### src/rtl/ray_scene_dispatcher.sv
// Nearest-hit ray scan: fetches triangles, issues one coprocessor request each.
// Optional shadow-ray early exit under `define RAY_ANY_HIT_EN (adds Cmd_AnyHit).
module ray_scene_dispatcher #(
  parameter int C_SLV_DWIDTH = 32,
  parameter int C_ADDR_WIDTH = 8
) (
  input  logic                    Clk,
  input  logic                    Reset,
  input  logic                    Cmd_Start,
  input  logic [C_SLV_DWIDTH-1:0] Cmd_RayStart_X,
  input  logic [C_SLV_DWIDTH-1:0] Cmd_RayStart_Y,
  input  logic [C_SLV_DWIDTH-1:0] Cmd_RayStart_Z,
  input  logic [C_SLV_DWIDTH-1:0] Cmd_RayDir_X,
  input  logic [C_SLV_DWIDTH-1:0] Cmd_RayDir_Y,
  input  logic [C_SLV_DWIDTH-1:0] Cmd_RayDir_Z,
  input  logic [C_ADDR_WIDTH:0]   Cmd_NumTriangles,
`ifdef RAY_ANY_HIT_EN
  input  logic                    Cmd_AnyHit,
`endif
  output logic                    Cmd_Busy,
  output logic                    Tri_Rd,
  output logic [C_ADDR_WIDTH-1:0] Tri_Addr,
  input  logic [C_SLV_DWIDTH-1:0] Tri_V1_X,
  input  logic [C_SLV_DWIDTH-1:0] Tri_V1_Y,
  input  logic [C_SLV_DWIDTH-1:0] Tri_V1_Z,
  input  logic [C_SLV_DWIDTH-1:0] Tri_V2_X,
  input  logic [C_SLV_DWIDTH-1:0] Tri_V2_Y,
  input  logic [C_SLV_DWIDTH-1:0] Tri_V2_Z,
  input  logic [C_SLV_DWIDTH-1:0] Tri_V3_X,
  input  logic [C_SLV_DWIDTH-1:0] Tri_V3_Y,
  input  logic [C_SLV_DWIDTH-1:0] Tri_V3_Z,
  output logic                    Cop_Start,
  output logic [C_SLV_DWIDTH-1:0] Cop_RayStart_X,
  output logic [C_SLV_DWIDTH-1:0] Cop_RayStart_Y,
  output logic [C_SLV_DWIDTH-1:0] Cop_RayStart_Z,
  output logic [C_SLV_DWIDTH-1:0] Cop_RayDir_X,
  output logic [C_SLV_DWIDTH-1:0] Cop_RayDir_Y,
  output logic [C_SLV_DWIDTH-1:0] Cop_RayDir_Z,
  output logic [C_SLV_DWIDTH-1:0] Cop_TriangleV1_X,
  output logic [C_SLV_DWIDTH-1:0] Cop_TriangleV1_Y,
  output logic [C_SLV_DWIDTH-1:0] Cop_TriangleV1_Z,
  output logic [C_SLV_DWIDTH-1:0] Cop_TriangleV2_X,
  output logic [C_SLV_DWIDTH-1:0] Cop_TriangleV2_Y,
  output logic [C_SLV_DWIDTH-1:0] Cop_TriangleV2_Z,
  output logic [C_SLV_DWIDTH-1:0] Cop_TriangleV3_X,
  output logic [C_SLV_DWIDTH-1:0] Cop_TriangleV3_Y,
  output logic [C_SLV_DWIDTH-1:0] Cop_TriangleV3_Z,
  input  logic                    Cop_Ready,
  input  logic [1:0]              Cop_Code,
  input  logic [C_SLV_DWIDTH-1:0] Cop_T,
  output logic                    Res_Done,
  output logic                    Res_Hit,
  output logic [C_ADDR_WIDTH-1:0] Res_Index,
  output logic [C_SLV_DWIDTH-1:0] Res_T
);

  typedef enum logic [2:0] {
    IDLE, FETCH, LOAD, ISSUE, WAIT, COMPARE, DONE
  } state_t;

  state_t state, nextState;

  logic [C_ADDR_WIDTH:0]   count;
  logic [C_ADDR_WIDTH:0]   idx;
  logic [C_ADDR_WIDTH:0]   idxInc;
  logic [1:0]              code;
  logic [C_SLV_DWIDTH-1:0] hitT;
  logic                    hitValid;
  logic                    hitBetter;
  logic                    stopEarly;

  assign Cmd_Busy  = (state != IDLE);
  assign Tri_Rd    = (state == FETCH);
  assign Cop_Start = (state == ISSUE);
  assign Tri_Addr  = idx[C_ADDR_WIDTH-1:0];
  assign idxInc    = idx + 1'b1;

  // T must be strictly positive; strict less-than keeps the lower index on ties
  assign hitValid  = (code == 2'b01) && !hitT[C_SLV_DWIDTH-1] && (hitT != '0);
  assign hitBetter = hitValid && (!Res_Hit || ($signed(hitT) < $signed(Res_T)));

`ifdef RAY_ANY_HIT_EN
  logic anyHit;
  assign stopEarly = anyHit && hitValid;
`else
  assign stopEarly = 1'b0;
`endif

  always_comb begin
    nextState = state;
    case (state)
      IDLE:    if (Cmd_Start)
                 nextState = (Cmd_NumTriangles == '0) ? DONE : FETCH;
      FETCH:   nextState = LOAD;
      LOAD:    nextState = ISSUE;
      ISSUE:   nextState = WAIT;
      WAIT:    if (Cop_Ready) nextState = COMPARE;
      COMPARE: nextState = (stopEarly || idxInc == count) ? DONE : FETCH;
      DONE:    nextState = IDLE;
      default: nextState = IDLE;
    endcase
  end

  always_ff @(posedge Clk or posedge Reset) begin
    if (Reset) begin
      state            <= IDLE;
      count            <= '0;
      idx              <= '0;
      code             <= '0;
      hitT             <= '0;
      Res_Done         <= 1'b0;
      Res_Hit          <= 1'b0;
      Res_Index        <= '0;
      Res_T            <= '0;
      Cop_RayStart_X   <= '0;
      Cop_RayStart_Y   <= '0;
      Cop_RayStart_Z   <= '0;
      Cop_RayDir_X     <= '0;
      Cop_RayDir_Y     <= '0;
      Cop_RayDir_Z     <= '0;
      Cop_TriangleV1_X <= '0;
      Cop_TriangleV1_Y <= '0;
      Cop_TriangleV1_Z <= '0;
      Cop_TriangleV2_X <= '0;
      Cop_TriangleV2_Y <= '0;
      Cop_TriangleV2_Z <= '0;
      Cop_TriangleV3_X <= '0;
      Cop_TriangleV3_Y <= '0;
      Cop_TriangleV3_Z <= '0;
`ifdef RAY_ANY_HIT_EN
      anyHit           <= 1'b0;
`endif
    end else begin
      state    <= nextState;
      Res_Done <= (state == DONE);
      case (state)
        IDLE: if (Cmd_Start) begin
          count          <= Cmd_NumTriangles;
          idx            <= '0;
          Res_Hit        <= 1'b0;
          Res_Index      <= '0;
          Res_T          <= '0;
          Cop_RayStart_X <= Cmd_RayStart_X;
          Cop_RayStart_Y <= Cmd_RayStart_Y;
          Cop_RayStart_Z <= Cmd_RayStart_Z;
          Cop_RayDir_X   <= Cmd_RayDir_X;
          Cop_RayDir_Y   <= Cmd_RayDir_Y;
          Cop_RayDir_Z   <= Cmd_RayDir_Z;
`ifdef RAY_ANY_HIT_EN
          anyHit         <= Cmd_AnyHit;
`endif
        end
        LOAD: begin
          Cop_TriangleV1_X <= Tri_V1_X;
          Cop_TriangleV1_Y <= Tri_V1_Y;
          Cop_TriangleV1_Z <= Tri_V1_Z;
          Cop_TriangleV2_X <= Tri_V2_X;
          Cop_TriangleV2_Y <= Tri_V2_Y;
          Cop_TriangleV2_Z <= Tri_V2_Z;
          Cop_TriangleV3_X <= Tri_V3_X;
          Cop_TriangleV3_Y <= Tri_V3_Y;
          Cop_TriangleV3_Z <= Tri_V3_Z;
        end
        WAIT: if (Cop_Ready) begin
          code <= Cop_Code;
          hitT <= Cop_T;
        end
        COMPARE: begin
          if (hitBetter) begin
            Res_Hit   <= 1'b1;
            Res_Index <= idx[C_ADDR_WIDTH-1:0];
            Res_T     <= hitT;
          end
          idx <= idxInc;
        end
        default: ;
      endcase
    end
  end

endmodule

### config.mk
export PLATFORM = sky130hd
export DESIGN_NAME = ray_scene_dispatcher
export DESIGN_NICKNAME = d
export VERILOG_FILES = /design/src/rtl/ray_scene_dispatcher.sv
export SDC_FILE = /design/constraint.sdc
export NUM_CORES = 1
export LEC_CHECK = 0
export CORE_AREA = 10 10 408 410
export CTS_CLUSTER_DIAMETER = 30
export DETAILED_ROUTE_END_ITERATION = 10
export DIE_AREA = 0 0 418 420
export PLACE_DENSITY = 0.47
export SYNTH_ARGS = -nofsm -noshare
export SYNTH_HDL_FRONTEND = slang
export SYNTH_SLANG_ARGS = --single-unit
### constraint.sdc
create_clock -name Clk -period 21.5 [get_ports Clk]
set_clock_uncertainty 0.05 [all_clocks]
set_input_delay 5.375 -clock Clk [delete_from_list [all_inputs] [get_ports Clk]]
set_output_delay 5.375 -clock Clk [all_outputs]
set_load 0.005 [all_outputs]
==> flow_metrics.env, run 1 <==
export IMPL_status="complete, no violations"
export IMPL_finalCritPeriodShare=0.3676
export IMPL_cp_arrival_ps=8700
export IMPL_syn_instance_count=1877
export IMPL_grtUsageTotal=0.1253
export IMPL_dr_pass1_iters=4
export IMPL_netlist_area_sq_um=22630
export IMPL_drv_slew=0
export IMPL_hold_violations=0
export IMPL_die_y_um=420
export IMPL_grt_max_degree=146
export IMPL_post_synth_and_or_nand_nor_area_fraction=0.1233
export IMPL_design_area_sq_um=41750
export IMPL_grt_overflow=0
export IMPL_holdWs_ps=415.1
export IMPL_required_ps=22290
export IMPL_clock_sinks=577
export IMPL_ios=1060
export IMPL_start_kind="input pin"
export IMPL_syn_nets=2436
export IMPL_fin_cells=5256
export IMPL_syn_avg_cell_area_sq_um=12.06
export IMPL_cts_buffers=175
export IMPL_rsz0062_at_grt="no"
export IMPL_coreArea_sq_um=157800
export IMPL_finalPower_mw=6.998
export IMPL_final_common_cell="clkdlybuf4s50_1"
export IMPL_drc=0
export IMPL_dp_hpwl_um=89700
export IMPL_max_slew_margin=0.2328
export IMPL_synth_top_area_cell="dfrtp_1"
export IMPL_cts_max_path_buffers=3
export IMPL_power_leakage_nw=17.75
export IMPL_synth_top_family_by_area="multiplexers"
export IMPL_placed_area_sq_um=35570
export IMPL_finalSetupTns_ps=0
export IMPL_r2r_slack_ps=17620
export IMPL_dieArea_sq_um=175600
export IMPL_fmax_ghz=0.1265
export IMPL_gp_congestion=0.8361
export IMPL_max_cap_viol_count=0
export IMPL_area_growth_pct=84.50
export IMPL_synth_distinct_cells=45
export IMPL_cts_hold_buf=0
export IMPL_muxShareOfSynthArea=0.1624
export IMPL_clk_latency_ps=770
export IMPL_setup_violations_final=0
export IMPL_criticalPathCategory="input pin to async pin"
export IMPL_wirelength_um=114700
export IMPL_nets=3592
export IMPL_synth_top_area_frac=0.6380
export IMPL_drive_above_1_share=0.2007
export IMPL_synthTopCellsByArea="dfrtp_1, mux2_2, nand2_1"
export IMPL_path_clk_slew_ps=40
export IMPL_rows=146
export IMPL_portBuffers=1059
export IMPL_grt_pass1_vias=20000
export IMPL_critPathCaptureType="async pin"
export IMPL_ys_warn_count=0
export IMPL_layout_common_cells="clkdlybuf4s50_1, nand2_1, dfrtp_1"
export IMPL_avgViaCountPerCell=3.558
export IMPL_peakVddDrop_v=0.0001080
export IMPL_h_tree_depth=4
export IMPL_yosysSeqAreaShare=0.6380
export IMPL_synthAdderAreaFrac=0.01769
export IMPL_drt_initial_drc_count=860
export IMPL_cp_max_fo=60
export IMPL_wl_per_cell_um=21.82
export IMPL_power_density_nw_per_um2=167.6
export IMPL_cts_root_buf="clkbuf_16"
export IMPL_place_inst=4928
export IMPL_ctsResizeCount=0
export IMPL_min_period_ps=7904
export IMPL_die_w_um=418
export IMPL_tritoncts="yes"
export IMPL_antenna_found_initial=34
export IMPL_cts_setup_buffers=0
export IMPL_tightest_slew_ps=1151
export IMPL_vias=18700
export IMPL_ys_ff_latch=577
export IMPL_synth_xor_area_frac=0.006192
export IMPL_timing_hold_worst_class="flop to flop"
export IMPL_grt_pass1_wl_um=158100
export IMPL_postRouteAntennaNets=0
export IMPL_start_util=0.1434
export IMPL_synth_compound_area_frac=0.02466
export IMPL_fill_cells=16610
cells by family (layout without fill, tap and decap cells):
logic type / count (synthesis) / in the layout
mux: 327 / 327
flops: 577 / 577
buf+inv: 140 / 1437
fa+ha+maj: 32 / 32
simple gates: 705 / 705
compound gates: 80 / 80
xor+xnor: 16 / 16
other cells: 0 / 10
path summary, 6_finish.rpt:
kind / startpoint / end / cells after the start
max: Reset / Cop_RayStart_Y[17] / 6
min: Cop_RayStart_X[17] / Cop_RayStart_X[17] / 2
max reg2reg: state[1] / Cop_TriangleV1_X[7] / 6
min reg2reg: Cop_RayStart_X[17] / Cop_RayStart_X[17] / 2
max in group Clk: state[2] / Cmd_Busy / 3
min in group asynchronous: Reset / Cop_RayDir_Z[13] / 2
critical path: stages:
cell	delay, ps
clkdlybuf4s50_1	440
clkinvlp_4	230
buf_4	540
buf_4	580
buf_4	710
buf_4	650
metrics by stage:
step | utilization | worst slack, ps
after global placement | 0.2254 | 12610
after global routing | 0.2644 | 13170
after floorplan | - | 8213
after CTS | 0.2644 | 13470
final | 0.2645 | 13600
after detailed placement | 0.2254 | 12610
state kept, by name (all words and copies together) (netlist names):
register,cells
Cop_TriangleV3_X,32
Cop_RayStart_Z,32
code,2
state,3
Cop_TriangleV2_X,32
Res_T,32
Cop_RayStart_X,32
idx,9
Cop_TriangleV2_Y,32
Cop_TriangleV3_Y,32
Cop_RayDir_X,32
Cop_TriangleV1_Z,32
count,9
Cop_TriangleV2_Z,32
Res_Hit,1
hitT,32
Res_Done,1
Cop_RayStart_Y,32
Cop_RayDir_Y,32
Res_Index,8
Cop_TriangleV1_Y,32
Cop_RayDir_Z,32
Cop_TriangleV3_Z,32
Cop_TriangleV1_X,32
power by group:
group / total (mW) / internal (mW) / switching, mW
combinational: 2.43 / 1.39 / 1.03
sequential: 1.96 / 1.61 / 0.349
clock: 2.61 / 1.82 / 0.789
total: 7.00 / 4.83 / 2.17
cells in the mapped netlist (all sizes together):
cell and number:
nand2 636, dfrtp 577, mux2 322, clkbuf 62
buf 39, inv 39, a22o 32, ha 32
o21ai 22, nor2 16, a21oi 13, nor4 12
xnor2 11, nand3 9, nand4 7, nor3 7
mux2i 5, xor2 5, nand2b 4, a31oi 3
nor3b 3, a221oi 2, nor4bb 2, a2111oi 1
a211oi 1, a21o 1, a311o 1, and2 1
and3 1, and4 1, nor2b 1, nor4b 1
o2111ai 1, o211ai 1, o21a 1, o2bb2ai 1
or2 1, or3 1, or4 1, or4b 1
cell type report:
type	count	area (sq um)	share of cell area
flip-flops and latches	577	14440	0.3458
repair buffers	1080	10780	0.2583
multi-input cells	1160	7607	0.1822
clock buffers	252	5109	0.1224
well taps	2072	2592	0.06209
clock inverters	66	1047	0.02508
inverters	39	150.1	0.003596
diodes	10	25.02	0.0005993
metal layers:
layer / wire, um / up-vias / GRT usage
li1: - / 8597 / -
met5: 186 / - / 0
met3: 8753 / 188 / 0.04876
met2: 60240 / 619 / 0.2211
met4: 2249 / 32 / 0.03921
met1: 43270 / 9267 / 0.1377
(Power assumes the default switching activity.)
==> run 2, diff against run 1 <==
- clock period: 21.5 -> 6.8 ns (I/O delays scaled with it)
==> run 2 against run 1 <==
  * Worst hold slack better by 1.2 ps
  * Largest cell class unchanged
  * Critical path depth down 3
  * Critical path type is now flop to output pin
  * Sequential power grew to 3.1 times the previous value
  * Combinational power increased to 3.2 times the previous value
  * Die area is the same
  * Clock power rose to 3.6 times the previous value
==> flow_metrics.env, run 2 (same netlist as run 1, synthesis figures left out) <==
export IMPL_start_kind="flop"
export IMPL_timing_hold_worst_class="flop to flop"
export IMPL_crit_slowest_cell="dfrtp_1"
export IMPL_gp_congestion=0.8646
export IMPL_regArea_sq_um=14440
export IMPL_setup_ws_ps=2588
export IMPL_critPathCaptureType="output pin"
export IMPL_wirelength_um=117300
export IMPL_max_cap_viol_count=0
export IMPL_utilization=0.2708
export IMPL_criticalPathCategory="flop to output pin"
export IMPL_finalCritPeriodShare=0.6194
export IMPL_design_area_sq_um=42740
export IMPL_slowest_delay_ps=540
export IMPL_hold_end="Cop_RayDir_Z[24]"
export IMPL_worstReg2RegEnd="Res_T[3]"
export IMPL_final_common_cell="clkdlybuf4s50_1"
export IMPL_grt_overflow=0
export IMPL_cts_hold_buf=0
export IMPL_peakVddDrop_v=0.0002993
export IMPL_die_y_um=420
export IMPL_holdWs_ps=416.3
export IMPL_fin_cells=5296
export IMPL_max_slew_margin=0.2811
export IMPL_die_w_um=418
export IMPL_nets=3608
export IMPL_drt_initial_drc_count=960
export IMPL_cts_setup_buffers=0
export IMPL_status="complete, no violations"
export IMPL_tritoncts="yes"
export IMPL_postRouteAntennaNets=0
export IMPL_area_growth_pct=88.88
export IMPL_tightest_slew_ps=1078
export IMPL_grt_pass1_wl_um=160100
export IMPL_cts_root_buf="clkbuf_16"
export IMPL_placed_area_sq_um=35670
export IMPL_ctsResizeCount=0
export IMPL_cp_max_fo=15
export IMPL_coreArea_sq_um=157800
export IMPL_r2r_slack_ps=3410
export IMPL_wl_per_cell_um=22.15
export IMPL_cts_max_path_buffers=3
export IMPL_dp_hpwl_um=90150
export IMPL_drc=0
export IMPL_fmax_ghz=0.2374
export IMPL_cp_cell_sequence="nor3_1, inv_1, clkdlybuf4s50_1"
export IMPL_rsz0062_at_grt="no"
export IMPL_clock_sinks=577
export IMPL_dr_pass1_iters=5
export IMPL_place_inst=4930
export IMPL_avgViaCountPerCell=3.588
export IMPL_ios=1060
export IMPL_layout_common_cells="clkdlybuf4s50_1, nand2_1, dfrtp_1"
export IMPL_reg2reg_depth=9
export IMPL_power_leakage_nw=18.23
export IMPL_fill_cells=16590
export IMPL_hold_violations=0
export IMPL_grt_max_degree=151
export IMPL_reg2reg_from="hitT[31]"
export IMPL_hp_start="Cop_RayDir_Z[24]"
export IMPL_min_period_ps=4212
export IMPL_antenna_found_initial=48
export IMPL_drive_above_1_share=0.2138
export IMPL_grtUsageTotal=0.1281
export IMPL_portBuffers=1059
export IMPL_start_util=0.1434
export IMPL_min_path_cells=2
export IMPL_vias=19000
export IMPL_setup_violations_final=0
export IMPL_pre_cts_slack_ps=2638
export IMPL_dieArea_sq_um=175600
export IMPL_clk_latency_ps=810
export IMPL_grt_pass1_vias=20420
export IMPL_h_tree_depth=4
export IMPL_path_clk_slew_ps=40
export IMPL_required_ps=5050
export IMPL_cp_arrival_ps=2460
export IMPL_power_density_nw_per_um2=547.6
export IMPL_drv_slew=0
export IMPL_rows=146
export IMPL_cts_buffers=189
export IMPL_multi_input_area_sq_um=7601
[run 2: routing by layer]
metal  global-route usage  vias up  wire, um
met5                    0        -       332
met2               0.2184      721     59600
li1                     -     8686         -
met3              0.06072      244     10500
met1               0.1352     9297     42930
met4              0.05385       54      3934
[run 2: critical path: cells and delay by family, from the launching register on]
| family | cells | cell delay [ps] |
|---|---|---|
| buffers and inverters | 2 | 590 |
| flip-flops | 1 | 540 |
| AND/OR/NAND/NOR | 1 | 520 |
[run 2: how the worst max path moves through the flow]
stage                                    from              end  slack, ps
after floorplan                         Reset  Cop_RayDir_X[0]      -2810
after global placement    Cmd_NumTriangles[4]         state[0]       2600
after detailed placement  Cmd_NumTriangles[4]         state[0]       2640
after CTS                            state[2]         Cmd_Busy       2490
after global routing                 state[0]         Cmd_Busy       2460
final                                state[2]         Cmd_Busy       2590
[run 2: report_power, final]
part	switching [mW]	internal [mW]
registers	1.05	5.10
clock network	2.72	6.80
logic	3.31	4.43
total	7.08	16.3
[run 2: area by class of cell]
cell class / instances / share of cell area
Sequential cell: 577 / 0.3378
Timing Repair Buffer: 1082 / 0.2547
Multi-Input combinational cell: 1160 / 0.1778
Clock buffer: 248 / 0.1245
Tap cell: 2072 / 0.06065
Clock inverter: 107 / 0.04040
Inverter: 39 / 0.003513
Antenna cell: 11 / 0.0006440
[run 2: per-stage QoR]
| stage | total power, mW | setup TNS (ps) |
|---|---|---|
| floorplan | 8.999 | -1622240 |
| global placement | 14.08 | 0 |
| detailed placement | 14.15 | 0 |
| CTS | 23.91 | 0 |
| global route | 24.68 | 0 |
| finish | 23.40 | 0 |
==> run 3, diff against run 2 <==
- CORE_AREA: 10 10 408 410 -> 10 10 400 402
- DIE_AREA: 0 0 418 420 -> 0 0 410 412
- PLACE_DENSITY: 0.47 -> 0.46
- clock period: 6.8 -> 4.2 ns (I/O delays scaled with it)
==> run 3 against run 2 <==
  * Via count shrank 0.38%
  * Sequential cell count unchanged
  * Register-to-register slack got worse by 2500 ps
  * Cell area shrank 0.76%
  * Utilization rose by 0.91 points
  * Wire length is 0.57% higher
  * Sequential share of layout area increased by 0.26 points
  * Die area is 3.8% lower
  * Count of clock-buffer cells in the layout down 13
  * Critical path type unchanged
  * Largest cell class unchanged
  * Highest routed layer unchanged
==> flow_metrics.env, run 3 (same netlist as run 1, synthesis figures left out) <==
export IMPL_status="complete, no violations"
export IMPL_cts_buffers=178
export IMPL_drv_slew=0
export IMPL_area_growth_pct=87.44
export IMPL_power_density_nw_per_um2=869.4
export IMPL_crit_slowest_cell="nor3_1"
export IMPL_die_y_um=412
export IMPL_clock_sinks=577
export IMPL_cts_max_path_buffers=3
export IMPL_rsz0062_at_grt="no"
export IMPL_drt_initial_drc_count=877
export IMPL_vias=18930
export IMPL_avgViaCountPerCell=3.609
export IMPL_layout_common_cells="clkdlybuf4s50_1, nand2_1, dfrtp_1"
export IMPL_peakVddDrop_v=0.0003726
export IMPL_ios=1060
export IMPL_tritoncts="yes"
export IMPL_setup_violations_final=0
export IMPL_min_period_ps=3700
export IMPL_power_leakage_nw=18.08
export IMPL_start_util=0.1493
export IMPL_design_area_sq_um=42420
export IMPL_grt_pass1_vias=20330
export IMPL_cp_cell_sequence="nor3_1, buf_4, inv_1, clkdlybuf4s50_1"
export IMPL_grt_max_degree=98
export IMPL_cts_root_buf="clkbuf_16"
export IMPL_path_clk_slew_ps=40
export IMPL_hold_violations=0
export IMPL_cp_arrival_ps=2600
export IMPL_required_ps=3100
export IMPL_cp_max_fo=15
export IMPL_dp_hpwl_um=92920
export IMPL_max_cap_viol_count=0
export IMPL_finalCritPeriodShare=0.8810
export IMPL_dr_pass1_iters=5
export IMPL_antenna_found_initial=25
export IMPL_cts_hold_buf=0
export IMPL_wl_per_cell_um=22.49
export IMPL_grt_pass1_wl_um=161200
export IMPL_die_w_um=410
export IMPL_dr_max_layer_used="met5"
export IMPL_portBuffers=1059
export IMPL_nets=3621
export IMPL_grtUsageTotal=0.1329
export IMPL_drc=0
export IMPL_ctsResizeCount=0
export IMPL_postRouteAntennaNets=0
export IMPL_placed_area_sq_um=35880
export IMPL_crit_family="buffers and inverters"
export IMPL_wl_met1_um=44670
export IMPL_drive_above_1_share=0.2111
export IMPL_critPathCaptureType="output pin"
export IMPL_wirelength_um=118000
export IMPL_start_kind="flop"
export IMPL_max_slew_margin=0.4763
export IMPL_dieArea_sq_um=168900
export IMPL_grt_overflow=0
export IMPL_cts_setup_buffers=0
export IMPL_fill_cells=15770
export IMPL_timing_hold_worst_class="flop to flop"
export IMPL_routed_wl_met2_um=57860
export IMPL_rows=143
export IMPL_slowest_delay_ps=610
export IMPL_clk_latency_ps=770
export IMPL_path_buf_inv=3
export IMPL_coreArea_sq_um=151500
export IMPL_tightest_slew_ps=785.6
export IMPL_fmax_ghz=0.2703
export IMPL_dr_wl_met3_um=11820
export IMPL_criticalPathCategory="flop to output pin"
export IMPL_gp_congestion=0.8404
export IMPL_h_tree_depth=4
export IMPL_final_common_cell="clkdlybuf4s50_1"
export IMPL_holdWs_ps=416.2
[run 3: where the power goes]
part | internal [mW] | switching (mW) | total, mW
Combinational | 7.27 | 5.38 | 12.6
Clock | 10.1 | 4.19 | 14.3
Sequential | 8.26 | 1.71 | 9.97
Total | 25.6 | 11.3 | 36.9
[run 3: final cells by class]
cell class / count / area (sq um) / share of cell area
antenna: 8 / 20.02 / 0.0004719
clock buffer: 235 / 4969 / 0.1171
clock inverter: 90 / 1548 / 0.03649
inverter: 39 / 150.1 / 0.003540
multi-input combinational: 1160 / 7601 / 0.1792
sequential: 577 / 14440 / 0.3404
tap: 2030 / 2540 / 0.05988
timing repair buffer: 1106 / 11150 / 0.2629
[run 3: stage by stage]
step	total power [mW]	worst slack (ps)	std cells	utilization	setup TNS, ps
2_1_floorplan	14.57	-4762	1877	-	-2747390
3_3_place_gp	22.91	304.1	4912	0.2368	0
3_5_place_dp	22.96	371.0	4912	0.2368	0
4_1_cts	37.55	421.0	5237	0.2798	0
5_1_grt	38.91	336.9	5241	0.2798	0
6_report	36.88	500.0	5245	0.2799	0
[run 3: final timing paths]
check | startpoint | to | slack [ps] | cells past startpoint
setup / recovery | state[2] | Cmd_Busy | 500 | 4
hold / removal | Cop_RayStart_Z[31] | Cop_RayStart_Z[31] | 420 | 2
setup reg to reg | hitT[31] | Res_Index[1] | 900 | 9
hold reg to reg | Cop_RayStart_Z[31] | Cop_RayStart_Z[31] | 420 | 2
max in group asynchronous | Reset | Cop_TriangleV1_Z[24] | 2400 | 4
min in group asynchronous | Reset | Cop_TriangleV2_Y[19] | 1000 | 3
[run 3: layer usage]
layer / GRT usage / vias up
met4: 0.04652 / 28
met5: 0 / -
met1: 0.1451 / 9312
li1: - / 8656
met3: 0.06648 / 217
met2: 0.2222 / 717
[run 3: worst register-to-register path, stage by stage, from the launching register on]
cell,delay [ps]
dfrtp_1,420
ha_1,410
nand4_1,180
nor4_1,450
nand2_1,120
o211ai_1,220
o2bb2ai_1,260
or2_2,400
buf_4,420
mux2i_1,250
==> edit: new RTL, flow settings as in run 3 <==
Change the parameter `C_ADDR_WIDTH` from 8 to 6.
--- a/src/rtl/ray_scene_dispatcher.sv
+++ b/src/rtl/ray_scene_dispatcher.sv
@@ -4,3 +4,3 @@
   parameter int C_SLV_DWIDTH = 32,
-  parameter int C_ADDR_WIDTH = 8
+  parameter int C_ADDR_WIDTH = 6
 ) (
Interface: changed (resized Cmd_NumTriangles, Res_Index and Tri_Addr); port bits go from 1060 to 1054. No check against the original RTL was run, so the function may have changed too.
==> edit against run 3 <==
Sequential share of layout area about the same; wire length rose by 0.72%; via count decreased by 0.49%; worst hold slack lost 0.0012 ns; sequential power fell by 1%; sequential cell count down 6; register-to-register slack better by 0.26 ns; critical endpoint unchanged; setup slack improved by 0.095 ns; synthesized area down 0.97%; non-clock buffer count shrank 7; final area shrank 0.91%; die area is the same; power down 1.7%; largest power group unchanged; fmax up 2.6%.
==> edit: results (changes against run 3) <==
metric	value	unit	change
run status	finished, final reports clean		unchanged
Fillers	15800		about the same
adder-cell share of the synthesized area	1.79	%	was 1.77%
Seq power	9.83	mW	was 9.97 mW
Switching Share	30.8	%	was 30.6%
hold depth	2		unchanged
mux contribution to synthesized area	16.2	%	about the same
slowest CP cell	nor3_1		unchanged
WHS	0.415	ns	was 0.416 ns
R2R Setup Slk	1.16	ns	was 0.90 ns
critical path peak fanout	13		was 15
number of global-route vias before repair	20300		about the same
Routed WL	119000	um	was 118000 um
antenna violations before repair	53		was 25
max frequency	277	MHz	was 270 MHz
GPL Wtd Cong	0.883		was 0.840
worst-margin pin slew	0.754	ns	was 0.786 ns
top cells by count, synth	nand2_1, dfrtp_1, mux2_2		unchanged
Core Util, Final	27.7	%	was 28.0%
reg2reg end	Res_Index[3]$_DFFE_PP0P_		was Res_Index[1]$_DFFE_PP0P_
largest net degree at the start of global routing	112		was 98
vias	18800		was 18900
clk_lat worst skew	0.75	ns	was 0.77 ns
via/cell ratio	3.60		was 3.61
Tot GR Track Use	13.4	%	was 13.3%
delay-heaviest family, CP	buffers and inverters		unchanged
Netlist cell types	52		was 45
post-CTS setup buffer count	0		unchanged
Max IR drop VDD	0.000404	V	was 0.000373 V
Setup crit end	Cmd_Busy		unchanged
WHS Endpoint	Cop_RayStart_X[17]$_DFFE_PP0P_		was Cop_RayStart_Z[31]$_DFFE_PP0P_
Critical Path Start	state[1]$_DFFE_PP0P_		was state[2]$_DFFE_PP0P_
TritonCTS Buffers	179		was 178
hold path start	Cop_RayStart_X[17]$_DFFE_PP0P_		was Cop_RayStart_Z[31]$_DFFE_PP0P_
Synth Area in Compound Gates	2.96	%	was 2.47%
Seq/Total Area, Yosys	63.8	%	about the same
setup slack at placement	0.970	ns	was 0.371 ns
CP arrival	2.50	ns	was 2.60 ns
placed cell count	4883		was 4912
Net Count, Synth	2412		was 2436
I/O Buffers	1053		was 1059
NumNets Final	3591		was 3621
syn_area_per_cell	12.1	um2	about the same
HPWL after DPL	94600	um	was 92900 um
Starting DRT DRC Count	967		was 877
placement-stage cell area	35500	um2	was 35900 um2
top post-synthesis cells by area	dfrtp_1, mux2_2, nand2_1, ha_1, a22o_1		unchanged
LEAKAGE	18.0	nW	was 18.1 nW
layout cell share with drive strength beyond 1	21.6	%	was 21.1%
-- edit: per-layer routing --
| layer | share of wire, % | vias up | track usage [%] |
|---|---|---|---|
| met5 | 0.095 | - | 0 |
| met1 | 38 | 9214 | 14.8 |
| met2 | 49 | 750 | 22.2 |
| met3 | 11 | 226 | 6.80 |
| li1 | - | 8627 | - |
| met4 | 2.7 | 20 | 4.73 |
-- edit: cell type report --
| type | instances | area share [%] |
|---|---|---|
| clock inverters | 86 | 3.06 |
| well taps | 2030 | 6.04 |
| clock buffers | 244 | 12.3 |
| inverters | 36 | 0.330 |
| flip-flops and latches | 571 | 34.0 |
| diodes | 14 | 0.0834 |
| repair buffers | 1099 | 26.2 |
| multi-input cells | 1147 | 18.0 |
-- edit: worst min-delay path: cells and delay by family (launching register included) --
kind | cells | cell delay (ns)
flip-flops | 1 | 0.33
AND/OR/NAND/NOR | 2 | 0.10
